`src/rtl/skinny_sbox_serial_ctrl_d3.sv`:
```
// Nibble-serial share router around the 4-share HPC2 SKINNY-64 S-box gadget:
// feeds one nibble per gadget window and reassembles the 64-bit masked output.
module skinny_sbox_serial_ctrl_d3 #(
    parameter int LATENCY = 11
) (
    input  logic        clk,
    input  logic        rst,
    input  logic        start,
    input  logic [63:0] state_s0,
    input  logic [63:0] state_s1,
    input  logic [63:0] state_s2,
    input  logic [63:0] state_s3,
    input  logic [3:0]  SO_s0,
    input  logic [3:0]  SO_s1,
    input  logic [3:0]  SO_s2,
    input  logic [3:0]  SO_s3,
    input  logic        Synch,
    output logic [3:0]  SI_s0,
    output logic [3:0]  SI_s1,
    output logic [3:0]  SI_s2,
    output logic [3:0]  SI_s3,
    output logic        sbox_rst,
    output logic        busy,
    output logic        done,
    output logic [63:0] result_s0,
    output logic [63:0] result_s1,
    output logic [63:0] result_s2,
    output logic [63:0] result_s3
);
    localparam int GW = (LATENCY > 2) ? $clog2(LATENCY) : 1;
    localparam logic [GW-1:0] GAP_LAST = GW'(LATENCY - 1);

    typedef enum logic [1:0] {
        IDLE = 2'd0,
        RUN  = 2'd1,
        FIN  = 2'd2
    } state_e;

    state_e      state_q;
    logic [3:0]  idx_q;
    logic [GW-1:0] gap_q;
    logic [63:0] st_s0_q, st_s1_q, st_s2_q, st_s3_q;
    logic [63:0] res_s0_q, res_s1_q, res_s2_q, res_s3_q;
    logic [3:0]  si_s0_q, si_s1_q, si_s2_q, si_s3_q;
    logic        busy_q, done_q, sbox_rst_q;

    logic [3:0] idx_nx;
    logic [5:0] base_cur, base_nx;

    assign idx_nx   = idx_q + 4'd1;
    assign base_cur = {idx_q, 2'b00};
    assign base_nx  = {idx_nx, 2'b00};

    always_ff @(posedge clk or posedge rst) begin
        if (rst) begin
            state_q    <= IDLE;
            idx_q      <= 4'd0;
            gap_q      <= '0;
            st_s0_q    <= '0;
            st_s1_q    <= '0;
            st_s2_q    <= '0;
            st_s3_q    <= '0;
            res_s0_q   <= '0;
            res_s1_q   <= '0;
            res_s2_q   <= '0;
            res_s3_q   <= '0;
            si_s0_q    <= '0;
            si_s1_q    <= '0;
            si_s2_q    <= '0;
            si_s3_q    <= '0;
            busy_q     <= 1'b0;
            done_q     <= 1'b0;
            sbox_rst_q <= 1'b1;
        end else begin
            case (state_q)
                IDLE: begin
                    if (start) begin
                        state_q    <= RUN;
                        idx_q      <= 4'd0;
                        gap_q      <= '0;
                        st_s0_q    <= state_s0;
                        st_s1_q    <= state_s1;
                        st_s2_q    <= state_s2;
                        st_s3_q    <= state_s3;
                        si_s0_q    <= state_s0[3:0];
                        si_s1_q    <= state_s1[3:0];
                        si_s2_q    <= state_s2[3:0];
                        si_s3_q    <= state_s3[3:0];
                        busy_q     <= 1'b1;
                        sbox_rst_q <= 1'b0;
                    end
                end
                RUN: begin
                    if (Synch) begin
                        // The gadget counter must agree with LATENCY or nibbles get mixed.
                        assert (gap_q == GAP_LAST);
                        res_s0_q[base_cur +: 4] <= SO_s0;
                        res_s1_q[base_cur +: 4] <= SO_s1;
                        res_s2_q[base_cur +: 4] <= SO_s2;
                        res_s3_q[base_cur +: 4] <= SO_s3;
                        gap_q <= '0;
                        if (idx_q == 4'd15) begin
                            state_q    <= FIN;
                            done_q     <= 1'b1;
                            sbox_rst_q <= 1'b1;
                        end else begin
                            idx_q   <= idx_nx;
                            si_s0_q <= st_s0_q[base_nx +: 4];
                            si_s1_q <= st_s1_q[base_nx +: 4];
                            si_s2_q <= st_s2_q[base_nx +: 4];
                            si_s3_q <= st_s3_q[base_nx +: 4];
                        end
                    end else begin
                        gap_q <= gap_q + 1'b1;
                    end
                end
                FIN: begin
                    state_q <= IDLE;
                    idx_q   <= 4'd0;
                    done_q  <= 1'b0;
                    busy_q  <= 1'b0;
                end
                default: state_q <= IDLE;
            endcase
        end
    end

    assign SI_s0     = si_s0_q;
    assign SI_s1     = si_s1_q;
    assign SI_s2     = si_s2_q;
    assign SI_s3     = si_s3_q;
    assign sbox_rst  = sbox_rst_q;
    assign busy      = busy_q;
    assign done      = done_q;
    assign result_s0 = res_s0_q;
    assign result_s1 = res_s1_q;
    assign result_s2 = res_s2_q;
    assign result_s3 = res_s3_q;

endmodule

```
`config.mk`:
```
export PLATFORM = sky130hd
export DESIGN_NAME = skinny_sbox_serial_ctrl_d3
export DESIGN_NICKNAME = d
export VERILOG_FILES = /design/src/rtl/skinny_sbox_serial_ctrl_d3.sv
export SDC_FILE = /design/constraint.sdc
export NUM_CORES = 1
export LEC_CHECK = 0
export BUFFER_PORTS_ARGS = -buffer_cell sky130_fd_sc_hd__buf_2
export CAP_MARGIN = 20
export CELL_PAD_IN_SITES_DETAIL_PLACEMENT = 1
export CELL_PAD_IN_SITES_GLOBAL_PLACEMENT = 1
export CORE_UTILIZATION = 48
export CTS_BUF_LIST = sky130_fd_sc_hd__clkbuf_4
export CTS_CLUSTER_DIAMETER = 120
export DETAILED_ROUTE_END_ITERATION = 7
export MAX_ROUTING_LAYER = met4
export PLACE_DENSITY = 0.84
export SYNTH_ARGS = -nofsm -noshare
export SYNTH_HDL_FRONTEND = slang
export SYNTH_SLANG_ARGS = --single-unit
export TNS_END_PERCENT = 50
```
`constraint.sdc`:
```
create_clock -name clk -period 35 [get_ports clk]
set_input_delay 1.75 -clock clk [delete_from_list [all_inputs] [get_ports clk]]
set_output_delay 1.75 -clock clk [all_outputs]
set_load 0.01 [all_outputs]
```
; ---- Word level (Yosys, flattened, before mapping)
; Cells that the tools add are included.
[word_totals]
mem_count = 0
output_inout_bits = 275
latch_bits = 0
elab_cells = 83
romBits = 0
mem_bits_rw = 0
reg_bits = 537
input_bits = 276
[op_classes]
shift = 9
n_reduce_logical = 13
n_bitwise = 0
n_addsub = 2
eq_ne = 7
n_mux = 35
div_mod_pow = 0
n_lt_le_gt_ge = 0
multipliers = 0
[ops]
columns = op, n
row1 = bitwise mux 64 bit, 4
row2 = indexed part select 4 x 8 -> 64 bit, 4
row3 = indexed part select 64 x 7 -> 4 bit, 4
row4 = variable shift 4 x 8 -> 64 bit (first input constant), 1
row5 = 2-to-1 mux 4 bit, 15
row6 = case mux 4 bit (2 select lines), 4
row7 = case mux 4 bit (3 select lines), 1
row8 = AND reduction 4 bit, 3
row9 = != test 2 bit (second input constant), 4
row10 = negation 6 -> 8 bit, 1
row11 = 2-to-1 mux 2 bit, 3
row12 = case mux 1 bit (2 select lines), 3
row13 = AND reduction 2 bit, 3
row14 = AND reduction 3 bit, 2
row15 = nonzero test 2 bit, 3
row16 = adder 4 x 1 -> 4 bit (second input constant), 1
row17 = equality test 4 bit (second input constant), 1
row18 = 2-to-1 mux 1 bit, 4
row19 = case mux 2 bit (2 select lines), 1
row20 = nonzero test 3 bit, 1
row21 = equality test 2 x 1 -> 1 bit (second input constant), 1
row22 = equality test 2 bit (second input constant), 1
row23 = zero test 2 bit, 1

; ---- Depth between registers and ports, before layout
; Gate-level depths: netlist of the first run.
[depth]
depth_word = 5
depth_mapped = 12
ltp_nobuf = 7

; ---- Least setup slack after synthesis of the first run
; OpenSTA, ideal clock, no wires.
[synth_path]
kind = input to register
startpoint = in Synch
endpoint = reg res_s0_q[32], in the netlist result_s0[32]
t_arrival_ns = 3.126
setup_slack_ns = 31.749
required_time_ns = 34.875
n_path_buf = 1
setup_time_ns = 0.125
stages = 5
cell_sequence = nand3b_1 -> a2111oi_4 -> nand3b_2 -> buf_2 -> mux2_2
[synth_via]
elab_chain_cells = 1
[synth_rtl]
columns = element, line_no
row1 = "start, declared", 17  ; input logic Synch,
row2 = AND reduction 2 bit (no line), --
row3 = "end signal, assigned by index", 97  ; res_s0_q[base_cur +: 4] <= SO_s0;
row4 = "end, declared", 43  ; logic [63:0] res_s0_q, res_s1_q, res_s2_q, res_s3_q;
; No other way between the ends.
; A chain may end at the register's enable or synchronous reset.

; ---- Final worst setup path of the first run
[layout_path]
startpoint = reg idx_q[0]
endpoint = reg res_s1_q[0], in the netlist result_s1[0]
[layout_via]
elab_chain_cells = 3
word_cells_on_any_way = 4
cone_classes = add/sub: 1 / shift: 2 / mux: 1
[layout_rtl]
columns = element, line_no
row1 = "start, declared", 40  ; logic [3:0] idx_q;
row2 = "start signal, assigned", 107  ; idx_q <= idx_nx;
row3 = negation 6 -> 8 bit (*), 98  ; res_s1_q[base_cur +: 4] <= SO_s1;
row4 = indexed part select 4 x 8 -> 64 bit or variable shift 4 x 8 -> 64 bit (tied branches), 98
row5 = bitwise mux 64 bit (*), 98
row6 = "end signal, assigned by index", 98
row7 = "end, declared", 43
; Every way passes the cells marked *; elsewhere a longest branch is shown, timed or not.

==> flow_summary.html, run 1 <==
<table>
<tr><th>Metric</th><th>Value</th></tr>
<tr><th colspan="2">Timing</th></tr>
<tr><td>Clock period minus final worst setup slack</td><td>4210 ps</td></tr>
<tr><td>Portion of the clock cycle consumed by the worst path in the final layout</td><td>12.0%</td></tr>
<tr><td>Highest Clock Rate</td><td>0.237 GHz</td></tr>
<tr><td>Hold violation total from the final report</td><td>0</td></tr>
<tr><td>Worst-margin pin slew</td><td>around 1200 ps</td></tr>
<tr><td>Setup violators final</td><td>0</td></tr>
<tr><td>Worst slew slack as a fraction of its limit</td><td>22.0%</td></tr>
<tr><td>Layout Skew</td><td>44.6 ps</td></tr>
<tr><td>Pins over their slew limit</td><td>0</td></tr>
<tr><td>Unrepaired setup endpoints after global routing</td><td>no</td></tr>
<tr><td>Setup TNS</td><td>0 ps</td></tr>
<tr><th colspan="2">Synth</th></tr>
<tr><td>Fraction of post-synthesis cell area in the top cell type by area</td><td>60.2%</td></tr>
<tr><td>Top FF cell, synth</td><td>dfrtp_1</td></tr>
<tr><td>Top cells by instance count after synthesis</td><td>dfrtp_1 (536), mux2_2 (400), nand2_1 (142)</td></tr>
<tr><td>Seq cells post-synth</td><td>537</td></tr>
<tr><td>Fraction of registers with async set/reset</td><td>100%</td></tr>
<tr><td>Post-synth EDFFs</td><td>0</td></tr>
<tr><td>Warnings from Yosys</td><td>0</td></tr>
<tr><td>Yosys cell types</td><td>between 40 and 50</td></tr>
<tr><td>Post-synthesis sequential area ratio</td><td>60.3%</td></tr>
<tr><td>Post-Synthesis Net Count</td><td>1834</td></tr>
<tr><td>Synth top area cells</td><td>dfrtp_1 (60%), mux2_2 (20%), mux4_2 (6.6%), nand2_1 (2.4%), o21ai_0 (2.3%)</td></tr>
<tr><td>Post-Synthesis Cell Area</td><td>0.0223 mm²</td></tr>
<tr><td>Most common cell in the netlist</td><td>dfrtp_1</td></tr>
<tr><td>Number of cells produced by synthesis</td><td>around 1600</td></tr>
<tr><td>Post-Syn Area per Cell</td><td>between 10 and 15 µm²</td></tr>
<tr><td>Library cell with the largest summed area after synthesis</td><td>dfrtp_1</td></tr>
<tr><th colspan="2">Power</th></tr>
<tr><td>PwrDens</td><td>roughly 100 mW/mm²</td></tr>
<tr><td>Leakage power</td><td>13.3 nW</td></tr>
<tr><td>Total design power</td><td>2.78 mW</td></tr>
<tr><td>Max VDD drop</td><td>0.0533 mV</td></tr>
<tr><th colspan="2">Critical path</th></tr>
<tr><td>Critical path capture point type</td><td>register</td></tr>
<tr><td>Capture point of the worst reg-to-reg path</td><td>result_s1[0]</td></tr>
<tr><td>First element of the critical path</td><td>idx_q[0]</td></tr>
<tr><td>Reg2reg start</td><td>idx_q[0]</td></tr>
<tr><td>Crit-path cells</td><td>inv_1 -&gt; ha_4 -&gt; buf_4 -&gt; nor2_1 -&gt; nand4_1 -&gt; mux2_2</td></tr>
<tr><td>Startpoint Class</td><td>register</td></tr>
<tr><td>Reg2reg setup slack</td><td>30790 ps</td></tr>
<tr><td>CP Buf/Inv Count</td><td>2</td></tr>
<tr><td>Worst path arrival time</td><td>between 5000 and 6000 ps</td></tr>
<tr><td>Critical-path top delay cell</td><td>dfrtp_4</td></tr>
<tr><td>Largest delay contributor family on the critical path</td><td>flip-flops</td></tr>
<tr><td>CP peak stage delay</td><td>960 ps</td></tr>
<tr><td>Register-to-Register Path Depth</td><td>6</td></tr>
<tr><td>Critical path fanouts, max</td><td>49</td></tr>
<tr><td>Setup CP Type</td><td>reg2reg</td></tr>
<tr><td>Required arrival time at the worst endpoint</td><td>35820 ps</td></tr>
<tr><th colspan="2">Floorplanning</th></tr>
<tr><td>Horiz. Die Dim</td><td>about 220 µm</td></tr>
<tr><td>Num rows</td><td>78</td></tr>
<tr><td>Die height</td><td>between 200 and 250 µm</td></tr>
<tr><td>Std-Cell Core Area</td><td>0.0456 mm²</td></tr>
<tr><td>Die Outline Area</td><td>0.0473 mm²</td></tr>
<tr><td>Ports placed on the boundary</td><td>around 550</td></tr>
<tr><td>Starting density of the core</td><td>48.9%</td></tr>
<tr><th colspan="2">Layout</th></tr>
<tr><td>Total of fill cells in the finished design</td><td>4631</td></tr>
<tr><td>Area added between synthesis and finish</td><td>23.5%</td></tr>
<tr><td>Number of standard cells in the layout, taps in and fillers out</td><td>~2900</td></tr>
<tr><td>Flip-flop and latch area</td><td>0.0134 mm²</td></tr>
<tr><td>Fraction of final layout cells sized beyond drive strength 1</td><td>between 50% and 60%</td></tr>
<tr><td>Net count reported at finish</td><td>2440</td></tr>
<tr><td>Area of combinational cells with multiple inputs</td><td>between 0.008 and 0.009 mm²</td></tr>
<tr><th colspan="2">Min path</th></tr>
<tr><td>Worst min path class</td><td>reg2reg</td></tr>
<tr><td>Min-delay src</td><td>result_s1[22]</td></tr>
<tr><td>End point of the worst hold path</td><td>result_s1[22]</td></tr>
<tr><td>Hold Path Depth</td><td>2</td></tr>
<tr><th colspan="2">Drt</th></tr>
<tr><td>Final Routed Wirelength</td><td>80000 µm</td></tr>
<tr><td>Detail Route Antenna Nets</td><td>0</td></tr>
<tr><td>Residual DRC count</td><td>1</td></tr>
<tr><td>Starting DRT DRC Count</td><td>1332</td></tr>
<tr><td>Via count normalized by instance count</td><td>5.78</td></tr>
<tr><td>Number of detailed-routing iterations run before antenna repair</td><td>8</td></tr>
<tr><td>Vias after detailed routing</td><td>16700</td></tr>
<tr><td>Routed WL per cell</td><td>approximately 28 µm</td></tr>
<tr><th colspan="2">Run status</th></tr>
<tr><td>Outcome</td><td>complete, but fails checks</td></tr>
<tr><td>Violated checks</td><td>DRC</td></tr>
<tr><th colspan="2">Clocking</th></tr>
<tr><td>Number of sinks driven by the clock tree</td><td>around 540</td></tr>
<tr><td>Root buffer cell</td><td>clkbuf_4</td></tr>
<tr><td>Number of clock buffers inserted by TritonCTS</td><td>146</td></tr>
<tr><td>CTS clock-pin slew for the worst setup and hold paths</td><td>60 ps</td></tr>
<tr><td>Maximum level of the CTS H-tree</td><td>4</td></tr>
<tr><td>Hold-fix buffer count after cts</td><td>0</td></tr>
<tr><td>Clock latency at the later pin of the worst-skew pair</td><td>990 ps</td></tr>
<tr><td>Number of setup buffers added after CTS</td><td>0</td></tr>
<tr><td>Post-cts gate resize count</td><td>0</td></tr>
<tr><td>Clock tree from TritonCTS</td><td>done</td></tr>
<tr><td>Maximum clock insertion buffer count</td><td>3</td></tr>
<tr><th colspan="2">Placement</th></tr>
<tr><td>Routability Congestion</td><td>0.858</td></tr>
<tr><td>Number of buffers added on ports</td><td>550</td></tr>
<tr><td>Post-detailed-placement half-perimeter wirelength</td><td>53200 µm</td></tr>
<tr><td>Post-placement cell count</td><td>2606</td></tr>
<tr><th colspan="2">Global routing</th></tr>
<tr><td>Met2 GRT Util</td><td>55.9%</td></tr>
<tr><td>Largest net degree at the start of global routing</td><td>roughly 180</td></tr>
<tr><td>GRT Total Usage</td><td>between 30% and 40%</td></tr>
<tr><td>Number of global-route vias before repair</td><td>18200</td></tr>
<tr><td>Global route hottest layer</td><td>met2</td></tr>
<tr><td>Aggregate global routing overflow</td><td>0</td></tr>
<tr><td>Antenna violations before repair</td><td>31</td></tr>
<tr><td>Met1 demand-to-capacity share in global routing</td><td>37.2%</td></tr>
<tr><td>GR met3 Demand/Resource</td><td>12.4%</td></tr>
<tr><td>First-pass GRT wire length</td><td>117000 µm</td></tr>
<tr><th colspan="2">Run</th></tr>
<tr><td>Total of max-cap violations</td><td>0</td></tr>
</table>
power breakdown:
part,total [mW],internal (mW),leakage [nW],switching (mW)
combinational,1.10,0.536,5.54,0.566
sequential,1.10,0.906,6.69,0.195
clock,0.577,0.303,1.09,0.274
total,2.78,1.75,13.3,1.04
how the worst max path moves through the flow:
stage | depth (start not counted) | to | slack [ps]
finish | 6 | result_s1[0] | 30790
floorplan | 1 | SI_s0[0] | 18240
CTS | 6 | result_s1[0] | 30650
detailed placement | 6 | st_s3_q[60] | 30440
global placement | 6 | st_s1_q[42] | 30550
global route | 6 | result_s1[0] | 30460
per-layer routing:
metal  vias up  routed length (µm)
met5         -                   0
met4         0                4600
met3       280                7100
met2       853               40500
met1      8628               27800
li1       6956                   -
placed cells by master (no fill, tap or decap), types with 2 or more instances in the layout:
| master | count |
|---|---|
| a21o_1 | 3 |
| a21oi_1 | 32 |
| a222oi_1 | 14 |
| and3_1 | 4 |
| and3b_1 | 3 |
| buf_16 | 4 |
| buf_2 | 550 |
| buf_4 | 14 |
| buf_8 | 2 |
| bufinv_16 | 3 |
| clkbuf_4 | 218 |
| clkinv_1 | 10 |
| dfrtp_1 | 535 |
| diode_2 | 41 |
| ha_1 | 3 |
| inv_1 | 20 |
| inv_2 | 4 |
| mux2_2 | 400 |
| mux2i_1 | 13 |
| mux4_2 | 65 |
| nand2_1 | 142 |
| nand2_2 | 3 |
| nand2b_1 | 2 |
| nand3_1 | 13 |
| nand3b_1 | 2 |
| nor2_1 | 12 |
| nor2b_1 | 2 |
| nor3_1 | 3 |
| o21ai_0 | 101 |
| o22ai_2 | 3 |
| o31ai_1 | 24 |
| or4_1 | 14 |
| xor2_1 | 2 |
registers in the layout, indices dropped and copies added, names as in the netlist:
signal and count:
SI_s0 4, SI_s1 4, SI_s2 4, SI_s3 4
busy 1, done 1, idx_q 4, result_s0 64
result_s1 64, result_s2 64, result_s3 64, sbox_rst 1
st_s0_q 64, st_s1_q 64, st_s2_q 64, st_s3_q 64
state_q 2
area by class of cell:
cell class	instances	share of cell area (%)
antenna	41	0.373
clock buffer	218	5.95
clock inverter	20	0.596
inverter	21	0.314
multi-input combinational	883	30.2
sequential	537	48.8
tap	600	2.73
timing repair buffer	571	11.0
cells by family after synthesis:
group,Yosys count,synth area share (%)
AOI/OAI and AO/OA,187,5.08
buffers and inverters,134,2.53
and+or+nand+nor,210,4.31
DFF,537,60.3
xor gates and xnor gates,4,0.157
muxes,478,27.4
adders and majority gates,4,0.225
tightest hold or removal path, cell delays in order, from the launching register on:
cell	delay, ps
dfrtp_1	330
nand2_1	50
o31ai_1	50
metrics by stage:
stage | util (%) | setup slack [ps] | area, µm² | hold WS, ps
final | 60.4 | 30790 | 27500 | 472
after global routing | 60.4 | 30460 | 27500 | 508
after detailed placement | 55.9 | 30440 | 25500 | 465
after floorplan | - | 18240 | 22300 | 475
after CTS | 59.9 | 30650 | 27300 | 477
after global placement | 55.9 | 30550 | 25500 | 454
No activity file was read; power rests on OpenSTA's default activity.
==> inputs of run 2 (changes only) <==
CORE_UTILIZATION = 40   (was 48)
PLACE_DENSITY = 0.74   (was 0.84)
clock period = 3.5 ns   (was 35 ns; I/O delays follow)
==> run 2 against run 1 <==
Effect of this change: the flow now finishes without violations; clock-buffer cell count rose by 10; worst setup slack got worse by 30000 ps; critical path depth unchanged; sequential share of layout area shrank 8.6 points; wire length increased by 40%; final cell count grew 25%; critical path type unchanged; highest routed layer unchanged.
==> flow_summary.html, run 2 (synthesis gave the netlist of run 1 again) <==
<table>
<tr><th>Metric</th><th>Value</th></tr>
<tr><th colspan="2">Critical path</th></tr>
<tr><td>Capturing instance or port of the critical path</td><td>result_s1[43] (was result_s1[0])</td></tr>
<tr><td>First element of the critical path</td><td>idx_q[0] (unchanged)</td></tr>
<tr><td>Critical path fanouts, max</td><td>22 (was 49)</td></tr>
<tr><td>Startpoint Class</td><td>register (unchanged)</td></tr>
<tr><td>Register-to-Register Path Depth</td><td>6 (unchanged)</td></tr>
<tr><td>Worst path arrival time</td><td>3980 ps (was 5030 ps)</td></tr>
<tr><td>Reg2reg start</td><td>idx_q[0] (unchanged)</td></tr>
<tr><td>Cell occurring most often along the worst timing path</td><td>inv_1</td></tr>
<tr><td>Reg2reg setup slack</td><td>330 ps (was 30790 ps)</td></tr>
<tr><td>Critical-path top delay cell</td><td>nand2_1 (was dfrtp_4)</td></tr>
<tr><td>Crit-path cells</td><td>inv_1 -&gt; ha_4 -&gt; inv_1 -&gt; nor3_1 -&gt; nand2_1 -&gt; mux2_2 (was inv_1 -&gt; ha_4 -&gt; buf_4 -&gt; nor2_1 -&gt; nand4_1 -&gt; mux2_2)</td></tr>
<tr><td>Capture point of the worst reg-to-reg path</td><td>result_s1[43] (was result_s1[0])</td></tr>
<tr><td>Required arrival time at the worst endpoint</td><td>4320 ps (was 35820 ps)</td></tr>
<tr><td>Critical path capture point type</td><td>register (unchanged)</td></tr>
<tr><td>Setup CP Type</td><td>reg2reg (unchanged)</td></tr>
<tr><td>CP peak stage delay</td><td>660 ps (was 960 ps)</td></tr>
<tr><th colspan="2">Drt</th></tr>
<tr><td>Number of detailed-routing iterations run before antenna repair</td><td>6 (was 8)</td></tr>
<tr><td>Routed WL per cell</td><td>31.1 µm (was 27.7 µm)</td></tr>
<tr><td>Starting DRT DRC Count</td><td>1935 (was 1332)</td></tr>
<tr><td>Residual DRC count</td><td>0 (was 1)</td></tr>
<tr><td>Vias after detailed routing</td><td>20700 (was 16700)</td></tr>
<tr><td>Detail Route Antenna Nets</td><td>0 (unchanged)</td></tr>
<tr><td>Via count normalized by instance count</td><td>5.74 (was 5.78)</td></tr>
<tr><td>Final Routed Wirelength</td><td>112000 µm (was 80000 µm)</td></tr>
<tr><th colspan="2">Timing</th></tr>
<tr><td>Unrepaired setup endpoints after global routing</td><td>no (unchanged)</td></tr>
<tr><td>Final worst setup slack</td><td>334 ps (was 30790 ps)</td></tr>
<tr><td>Worst slew slack as a fraction of its limit</td><td>27.6% (was 22.0%)</td></tr>
<tr><td>Clock period minus final worst setup slack</td><td>3170 ps (was 4210 ps)</td></tr>
<tr><td>Highest Clock Rate</td><td>0.316 GHz (was 0.237 GHz)</td></tr>
<tr><td>Hold WS</td><td>82.2 ps (was 472 ps)</td></tr>
<tr><td>Portion of the clock cycle consumed by the worst path in the final layout</td><td>90.5% (was 12.0%)</td></tr>
<tr><td>Layout Skew</td><td>140 ps (was 44.6 ps)</td></tr>
<tr><td>Pins over their slew limit</td><td>0 (unchanged)</td></tr>
<tr><td>Setup violators final</td><td>0 (unchanged)</td></tr>
<tr><td>Worst-margin pin slew</td><td>1090 ps (was 1170 ps)</td></tr>
<tr><td>Hold violation total from the final report</td><td>0 (unchanged)</td></tr>
<tr><th colspan="2">Placement</th></tr>
<tr><td>Number of buffers added on ports</td><td>550 (unchanged)</td></tr>
<tr><td>Post-detailed-placement half-perimeter wirelength</td><td>55300 µm (was 53200 µm)</td></tr>
<tr><td>Routability Congestion</td><td>0.861 (was 0.858)</td></tr>
<tr><td>Worst setup slack before clock tree synthesis</td><td>331 ps (was 30440 ps)</td></tr>
<tr><th colspan="2">Global routing</th></tr>
<tr><td>Met1 demand-to-capacity share in global routing</td><td>41.2% (was 37.2%)</td></tr>
<tr><td>Antenna violations before repair</td><td>29 (was 31)</td></tr>
<tr><td>First-pass GRT wire length</td><td>158000 µm (was 117000 µm)</td></tr>
<tr><td>GR met3 Demand/Resource</td><td>12.8% (was 12.4%)</td></tr>
<tr><td>GRT Total Usage</td><td>40.2% (was 34.7%)</td></tr>
<tr><td>Met2 GRT Util</td><td>64.9% (was 55.9%)</td></tr>
<tr><td>Largest net degree at the start of global routing</td><td>99 (was 179)</td></tr>
<tr><td>Aggregate global routing overflow</td><td>0 (unchanged)</td></tr>
<tr><td>Number of global-route vias before repair</td><td>22800 (was 18200)</td></tr>
<tr><td>Global route hottest layer</td><td>met2 (unchanged)</td></tr>
<tr><th colspan="2">Power</th></tr>
<tr><td>PwrDens</td><td>932 mW/mm² (was 101 mW/mm²)</td></tr>
<tr><td>Max VDD drop</td><td>0.457 mV (was 0.0533 mV)</td></tr>
<tr><td>Leakage power</td><td>15.7 nW (was 13.3 nW)</td></tr>
<tr><th colspan="2">Clocking</th></tr>
<tr><td>CTS clock-pin slew for the worst setup and hold paths</td><td>60 ps (about the same)</td></tr>
<tr><td>Number of setup buffers added after CTS</td><td>0 (unchanged)</td></tr>
<tr><td>Maximum level of the CTS H-tree</td><td>4 (unchanged)</td></tr>
<tr><td>Maximum clock insertion buffer count</td><td>3 (unchanged)</td></tr>
<tr><td>Clock tree from TritonCTS</td><td>done (unchanged)</td></tr>
<tr><td>Number of clock buffers inserted by TritonCTS</td><td>148 (was 146)</td></tr>
<tr><td>Root buffer cell</td><td>clkbuf_4 (unchanged)</td></tr>
<tr><td>Number of sinks driven by the clock tree</td><td>537 (unchanged)</td></tr>
<tr><td>Clock latency at the later pin of the worst-skew pair</td><td>1100 ps (was 990 ps)</td></tr>
<tr><th colspan="2">Run</th></tr>
<tr><td>Total of max-cap violations</td><td>0 (unchanged)</td></tr>
<tr><th colspan="2">Layout</th></tr>
<tr><td>Area added between synthesis and finish</td><td>50.0% (was 23.5%)</td></tr>
<tr><td>Fraction of final layout cells sized beyond drive strength 1</td><td>46.5% (was 57.0%)</td></tr>
<tr><td>Net count reported at finish</td><td>3000 (was 2440)</td></tr>
<tr><td>Layout Utilization</td><td>60.7% (was 60.4%)</td></tr>
<tr><td>Commonest cells after routing, fill and taps aside</td><td>buf_2 (550), dlygate4sd3_1 (539), dfrtp_1 (535), mux2_2 (400), clkbuf_4 (228) (was buf_2 (550), dfrtp_1 (535), mux2_2 (400), clkbuf_4 (218), nand2_1 (142))</td></tr>
<tr><td>Commonest non-fill, non-tap cell in the layout</td><td>buf_2 (unchanged)</td></tr>
<tr><th colspan="2">Floorplanning</th></tr>
<tr><td>Die Outline Area</td><td>0.0566 mm² (was 0.0473 mm²)</td></tr>
<tr><td>Starting density of the core</td><td>40.4% (was 48.9%)</td></tr>
<tr><td>Std-Cell Core Area</td><td>0.0551 mm² (was 0.0456 mm²)</td></tr>
<tr><td>Ports placed on the boundary</td><td>551 (unchanged)</td></tr>
<tr><td>Die height</td><td>238 µm (was 217 µm)</td></tr>
<tr><td>Horiz. Die Dim</td><td>238 µm (was 217 µm)</td></tr>
<tr><td>Num rows</td><td>86 (was 78)</td></tr>
<tr><th colspan="2">Run status</th></tr>
<tr><td>Outcome</td><td>complete, no violations (was complete, but fails checks)</td></tr>
<tr><th colspan="2">Min path</th></tr>
<tr><td>Worst min path class</td><td>in2reg (was reg2reg)</td></tr>
</table>
==> run 2: changes by cell type in the layout (fill, tap and decap cells not counted), moves of 3 or more <==
cell,before,now
buf_16,4,0
dlygate4sd3_1,0,539
clkbuf_4,218,228
clkinv_1,10,18
buf_12,1,9
clkinvlp_4,1,4
diode_2,41,37
buf_4,14,31
==> run 2: area by class of cell <==
cell class	instances	area, µm²
sequential	537	13400
clock buffer	228	1710
clock inverter	31	270
fill	5635	21700
inverter	21	82.6
tap	748	936
multi-input combinational	883	8330
antenna	37	92.6
timing repair buffer	1129	8560
==> run 2: repair_timing <==
item	in CTS	in global routing
hold buffers	539	0
gates resized for setup	0	0
endpoints found under the hold margin	819	0
==> run 2: critical path, delay by kind of cell (launching register included) <==
kind | cells | cell delay (ps)
fa+ha+maj | 1 | 550
buf+inv | 2 | 290
flops | 1 | 530
mux | 1 | 500
simple gates | 2 | 1160
==> run 2: worst min path at each step <==
stage                     depth (start not counted)           to  slack [ps]         start
final                                             3   st_s3_q[3]          80   state_s3[3]
after global routing                              3   st_s3_q[3]          20   state_s3[3]
after CTS                                         3   st_s3_q[3]          10   state_s3[3]
after detailed placement                          2  st_s0_q[37]         330           rst
after global placement                            2  st_s0_q[37]         330           rst
after floorplan                                   1  st_s0_q[55]         330  state_s0[55]
==> run 2: per-stage QoR <==
| stage | instances | area, µm² | setup TNS (ps) | power (mW) |
|---|---|---|---|---|
| detailed placement | 2779 | 26000 | 0 | 21.9 |
| global placement | 2779 | 26000 | 0 | 21.3 |
| floorplan | 1554 | 22300 | -2133170 | 17.4 |
| CTS | 3577 | 33300 | 0 | 28.6 |
| global route | 3612 | 33400 | 0 | 32.0 |
| finish | 3614 | 33400 | 0 | 31.2 |
==> run 2: metal layers <==
| metal | vias up | part of all wire, % | routed length (µm) |
|---|---|---|---|
| li1 | 8055 | - | - |
| met1 | 10500 | 33 | 37300 |
| met2 | 1512 | 48 | 54300 |
| met3 | 678 | 9.5 | 10700 |
| met4 | 0 | 9.0 | 10100 |
| met5 | - | 0 | 0 |
==> run 2: power breakdown <==
group	switching, mW	internal, mW	total [mW]
Combinational	6.96	5.96	12.9
Sequential	2.49	9.05	11.5
Clock	3.35	3.33	6.69
